File: config.mk
export PLATFORM = sky130hd
export DESIGN_NAME = apb_slave_ctrl
export DESIGN_NICKNAME = d
export VERILOG_FILES = /design/src/rtl/timer_apb_pkg.sv /design/src/rtl/apb_slave_ctrl.sv
export SDC_FILE = /design/constraint.sdc
export NUM_CORES = 1
export LEC_CHECK = 0
export CORE_ASPECT_RATIO = 1.75
export CORE_MARGIN = 8
export CORE_UTILIZATION = 22
export CTS_BUF_LIST = sky130_fd_sc_hd__clkbuf_4 sky130_fd_sc_hd__clkbuf_8
export CTS_CLUSTER_DIAMETER = 150
export DETAILED_ROUTE_END_ITERATION = 6
export GPL_TIMING_DRIVEN = 0
export HOLD_SLACK_MARGIN = 0.02
export PLACE_DENSITY = 0.92
export SLEW_MARGIN = 30
export SYNTH_ARGS = -nofsm -noshare
export SYNTH_HDL_FRONTEND = slang
export SYNTH_SLANG_ARGS = --single-unit
File: constraint.sdc
create_clock -name clk -period 2.24 [get_ports clk]
set_input_delay 0.448 -clock clk [delete_from_list [all_inputs] [get_ports clk]]
set_output_delay 0.448 -clock clk [all_outputs]
set_load 0.1 [all_outputs]
File: src/rtl/timer_apb_pkg.sv
// Shared FSM encoding and register map for the timer APB slave.
// APB_WAIT_STATE_EN adds the WAIT state to the FSM encoding.
package timer_apb_pkg;

  typedef enum logic [1:0] {
    ST_IDLE   = 2'd0,
    ST_ACCESS = 2'd1
`ifdef APB_WAIT_STATE_EN
    ,
    ST_WAIT   = 2'd2
`endif
  } state_e;

  localparam logic [11:0] TCR   = 12'h00;
  localparam logic [11:0] TDR0  = 12'h04;
  localparam logic [11:0] TDR1  = 12'h08;
  localparam logic [11:0] TCMP0 = 12'h0C;
  localparam logic [11:0] TCMP1 = 12'h10;
  localparam logic [11:0] TIER  = 12'h14;
  localparam logic [11:0] TISR  = 12'h18;
  localparam logic [11:0] THCSR = 12'h1C;

  localparam logic [11:0] REG_MAX_OFFSET = THCSR;

endpackage

File: src/rtl/apb_slave_ctrl.sv
// APB slave front end for the timer register file: FSM, address decode, error counter.
// Define APB_WAIT_STATE_EN to insert one wait state before every access completes.
//
// Handshake: a transfer completes in the single cycle where pready=1; wr_en/rd_en
// and pslverr are only ever asserted in that cycle, and prdata is zero otherwise.
module apb_slave_ctrl
  import timer_apb_pkg::*;
#(
  parameter int                ADDR_W     = 12,
  parameter int                DATA_W     = 32,
  parameter logic [ADDR_W-1:0] MAX_OFFSET = ADDR_W'(REG_MAX_OFFSET)
) (
  input  logic              clk,
  input  logic              rst_n,
  input  logic              psel,
  input  logic              penable,
  input  logic              pwrite,
  input  logic [ADDR_W-1:0] paddr,
  input  logic [DATA_W-1:0] pwdata,
  input  logic [3:0]        pstrb,
  output logic              pready,
  output logic              pslverr,
  output logic [DATA_W-1:0] prdata,
  output logic              wr_en,
  output logic              rd_en,
  input  logic [DATA_W-1:0] reg_rdata,
  input  logic              tim_pslverr,
  output logic [7:0]        err_cnt,
  output logic [DATA_W-1:0] reg_wdata,
  output logic [3:0]        reg_pstrb,
  output state_e            state_dbg
);

  state_e     state_q, state_d;
  logic [7:0] err_cnt_q, err_cnt_d;
  logic       addr_err;

  always_ff @(posedge clk) begin
    if (!rst_n) begin
      state_q   <= ST_IDLE;
      err_cnt_q <= 8'd0;
    end else begin
      state_q   <= state_d;
      err_cnt_q <= err_cnt_d;
    end
  end

  // Dropping psel always returns to IDLE; penable without a setup cycle is ignored.
  always_comb begin
    state_d = state_q;
    if (!psel) begin
      state_d = ST_IDLE;
    end else begin
      case (state_q)
        ST_IDLE: begin
          if (!penable) begin
`ifdef APB_WAIT_STATE_EN
            state_d = ST_WAIT;
`else
            state_d = ST_ACCESS;
`endif
          end
        end
`ifdef APB_WAIT_STATE_EN
        ST_WAIT:   state_d = ST_ACCESS;
`endif
        ST_ACCESS: state_d = ST_IDLE;
        default:   state_d = ST_IDLE;
      endcase
    end
  end

  always_comb begin
    addr_err  = (paddr[1:0] != 2'b00) || (paddr > MAX_OFFSET);
    pready    = rst_n && (state_q == ST_ACCESS) && psel && penable;
    wr_en     = pready && pwrite && !addr_err;
    rd_en     = pready && !pwrite && !addr_err;
    prdata    = rd_en ? reg_rdata : '0;
    pslverr   = pready && (addr_err || (pwrite && tim_pslverr));
    reg_wdata = wr_en ? pwdata : '0;
    reg_pstrb = wr_en ? pstrb : 4'h0;
  end

  always_comb begin
    err_cnt_d = err_cnt_q;
    if (pready && pslverr && (err_cnt_q != 8'hFF)) begin
      err_cnt_d = err_cnt_q + 8'd1;
    end
  end

  assign err_cnt   = err_cnt_q;
  assign state_dbg = state_q;

endmodule

==> flow_results.org <==
** Job
- Max Cap Violations :: 0

** Yosys
- EDFF count, synth :: 0
- Post-synthesis register bit count :: 9
- Counting every instance in the synthesized netlist gives 135.
- Fraction of registers with async set or reset after synthesis :: 0
- Averaged over all synthesized cells, the footprint is 7.229 um2.
- The cell area that synthesis handed to floorplanning was 975.9 um2.
- Syn nets :: 222
- Portion of the post-synthesis area used by sequential elements :: 0.1846
- Post-synth top flop :: dfxtp_1
- During synthesis, Yosys emitted a total of 0 warnings.
- Distinct cell type count after synthesis :: 34

** Floorplanning
- Area of the core :: 0.004324 mm2
- The initial utilization of the core area, before any placement, comes to 0.2257.
- The die covers 0.006907 mm2.
- Die Width :: 66.35 um
- The floorplan has 32 rows.
- During I/O placement, the number of pins put on the boundary was 168.
- Die Y :: 104.1 um

** Placement
- Minimum setup slack after placement :: -1.658 ns
- During placement, the flow inserted port buffers numbering 163.
- Number of cells in the design after placement :: 349
- GPL Wtd Cong :: 0.8035
- The wire-length estimate of the detail-placed layout is 5120 um.

** Timing
- The number of pins exceeding their max-slew limit in the final report was 0.
- Measured against its own limit, the worst slew margin works out to 0.3479.
- Post-layout minimum cycle time :: 2.296 ns
- Setup repair after global routing could not meet its margin everywhere.
- The count of final hold-check violations came to 0.
- Setup Skew :: 0.0009336 ns
- Slew at the pin with the worst max-slew slack :: 0.9766 ns
- Final-layout setup total negative slack :: -2.042 ns
- Once routing completed, OpenROAD measured the worst setup slack at -0.05620 ns.
- Dividing the final minimum period by the clock period gives 1.025.
- Setup violations remaining at the end of the flow were counted as 62.
- Fmax :: 435.5 MHz

** Final layout
- Fraction of layout instances using a drive strength above 1 :: 0.5820
- Post-route insts no fill :: 362
- Number of fill cells in the layout :: 185
- Summing all multi-input logic gate instances after layout gives 953.4 um2.
- After the last flow step, the layout net total stands at 399.
- From synthesis to final layout, the design area changed by 285.6%.
- Sequential cell area :: 183.9 um2
- Measured on the finished design, the core utilization comes to 0.8704.
- The repair_antennas step left the layout with diodes totalling 0.

** Clock tree
- Clock sink total :: 9
- CTS built an H-tree with a depth of 1.
- Library cell used as clock root buffer :: clkbuf_8
- Clock tree synthesis inserted a total of 3 buffers.
- Hold buffer count at CTS :: 0
- Clock-pin slew was measured on the worst setup and hold paths at 0.04 ns.
- TritonCTS clock tree :: built
- In this run the deepest clock path goes through 2 buffers.
- Clk Latency, worst-skew pair :: 0.24 ns

** Worst setup path
- Together, buffers and inverters on the worst path number 4.
- Cell chain of the critical path :: buf_6, nor4_4, nand4_4, nor2_4, buf_12, buf_8, and2_4, buf_12
- For the worst setup path, the data required time is 1.79 ns.
- Largest incremental delay on the critical path :: 0.34 ns
- The worst setup path is of the input port to output pin kind.
- Cell family contributing the most delay on the critical path :: simple AND/OR/NAND/NOR gates
- Of all nets on the critical path, the largest fanout is 10.
- The worst setup path is launched from an input port.
- Among all stages on the critical path, the largest delay is contributed by nor4_4.
- In this design, the critical path's most frequently occurring cell is buf_12.
- Data on the critical path arrives at its endpoint at 1.85 ns.
- Crit. End Element :: output pin

** Global routing
- Wire length of the first global-routing pass :: 10180 um
- Entering global routing, the biggest net connects 11 pins.
- In the global route stage, overall resource usage came out at 0.1894.
- Number of global-route vias before repair :: 1880
- Summed over all layers, the global routing overflow is 0.
- Antenna violations before repair :: 0

** Drt
- DRT Wirelength :: 7771 um
- Once detail routing completed, the nets flagged for antenna violations numbered 0.
- In the final routed layout, each cell accounts on average for 21.47 um.
- Via density per instance :: 4.801
- DR iter-0 viols :: 137
- For this run, design rule violations remaining after detail routing come to 0.
- The first detailed-routing pass took 7 iterations.
- Detailed routing inserted a total of 1738 vias.

** Run status
- The checks that failed: setup timing.
- Run status :: finished with violations

** Power and ir drop
- Final total power :: 0.5564 mW
- In this run the power density over the cells is 147.8 mW/mm2.
- Leakage power total :: 1.652 nW
- The worst-case IR drop observed on VDD is 0.0003097 V.

** Worst hold path
- The path class of the tightest hold or removal check is flip-flop to flip-flop.
==> Yosys cell counts, types with 2 or more instances <==
master | instances | area, um2
and2_1 | 68 | 425.4
dfxtp_1 | 9 | 180.2
nand2_1 | 6 | 22.52
a21oi_1 | 5 | 25.02
o21ai_0 | 4 | 20.02
inv_1 | 3 | 11.26
buf_2 | 2 | 10.01
buf_4 | 2 | 15.01
clkbuf_1 | 2 | 7.510
clkbuf_2 | 2 | 10.01
mux2i_1 | 2 | 20.02
nand3_1 | 2 | 10.01
nand4_2 | 2 | 25.02
nor2_1 | 2 | 7.510
nor3_1 | 2 | 10.01
nor4_1 | 2 | 12.51
o31ai_1 | 2 | 15.01
or4_1 | 2 | 15.01
==> per-stage QoR <==
step / instance area (um2) / hold slack [ns]
final: 3764 / 0.4398
after detailed placement: 2864 / 0.4329
after CTS: 3575 / 0.4424
after floorplan: 1169 / 0.5142
after global routing: 3764 / 0.4583
after global placement: 2864 / 0.4287
==> sequential cells by signal, indices dropped and copies added (netlist names) <==
name and flops:
err_cnt 8, state_dbg 1
==> final cells by class <==
cell class                      count  area share
Buffer                              7     0.02626
Sequential cell                     9     0.04887
Timing Repair Buffer              173      0.6343
Tap cell                           51     0.01695
Multi-Input combinational cell    114      0.2533
Clock buffer                        4     0.01297
Inverter                            4    0.007314
==> kinds of logic (layout without fill, tap and decap cells) <==
logic type                 Yosys count  count (layout)  synth area share
buffers and inverters               12             188           0.06025
other                                1               1          0.003842
adders and majority gates            1               1           0.01282
AOI/OAI and AO/OA                   15              15            0.1064
DFF                                  9               9            0.1846
muxes                                2               2           0.02051
and+or+nand+nor                     95              95            0.6116
==> per-layer routing <==
metal | up-vias | part of all wire | track usage
li1 | 795 | - | -
met1 | 791 | 0.32 | 0.1711
met2 | 143 | 0.50 | 0.3227
met3 | 9 | 0.16 | 0.1446
met4 | 0 | 0.012 | 0.03840
met5 | - | 0 | 0
==> path summary, 6_finish.rpt <==
check,from,end,slack (ns),cells after the start
max,paddr[8],prdata[11],-0.06,8
min,state_dbg[0],state_dbg[0],0.44,1
max reg2reg,err_cnt[4],err_cnt[2],0.68,4
min reg2reg,state_dbg[0],state_dbg[0],0.44,1
==> power by group <==
| part | total (mW) | switching [mW] | leakage [nW] | internal, mW |
|---|---|---|---|---|
| combinational | 0.187 | 0.0593 | 1.55 | 0.128 |
| clock | 0.207 | 0.0709 | 0.0262 | 0.137 |
| sequential | 0.162 | 0.00111 | 0.0733 | 0.161 |
==> cells in the final DEF (no fill, tap or decap), types with 2 or more instances in the layout <==
cell type / n
or4_1: 2
dlygate4sd2_1: 7
nor2_4: 2
clkbuf_8: 3
a21oi_1: 5
buf_12: 64
nor2_2: 2
clkdlybuf4s50_1: 70
o21ai_0: 4
nand2_1: 6
nand3_1: 2
dfxtp_1: 8
clkdlybuf4s15_2: 3
buf_6: 13
and2_2: 7
dlymetal6s2s_1: 5
and2_4: 61
buf_8: 4
buf_2: 3
inv_1: 3
clkdlybuf4s15_1: 2
buf_4: 7
o31ai_1: 2
nand4_4: 2
mux2i_1: 2
==> what timing repair did <==
item                                    in CTS  in global routing
gates cloned                                 1                  1
buffers inserted                             7                  1
endpoints found under the setup margin      75                 74
pin swaps                                   18                 15
resized for setup                          662                 59
(Power assumes the default switching activity.)
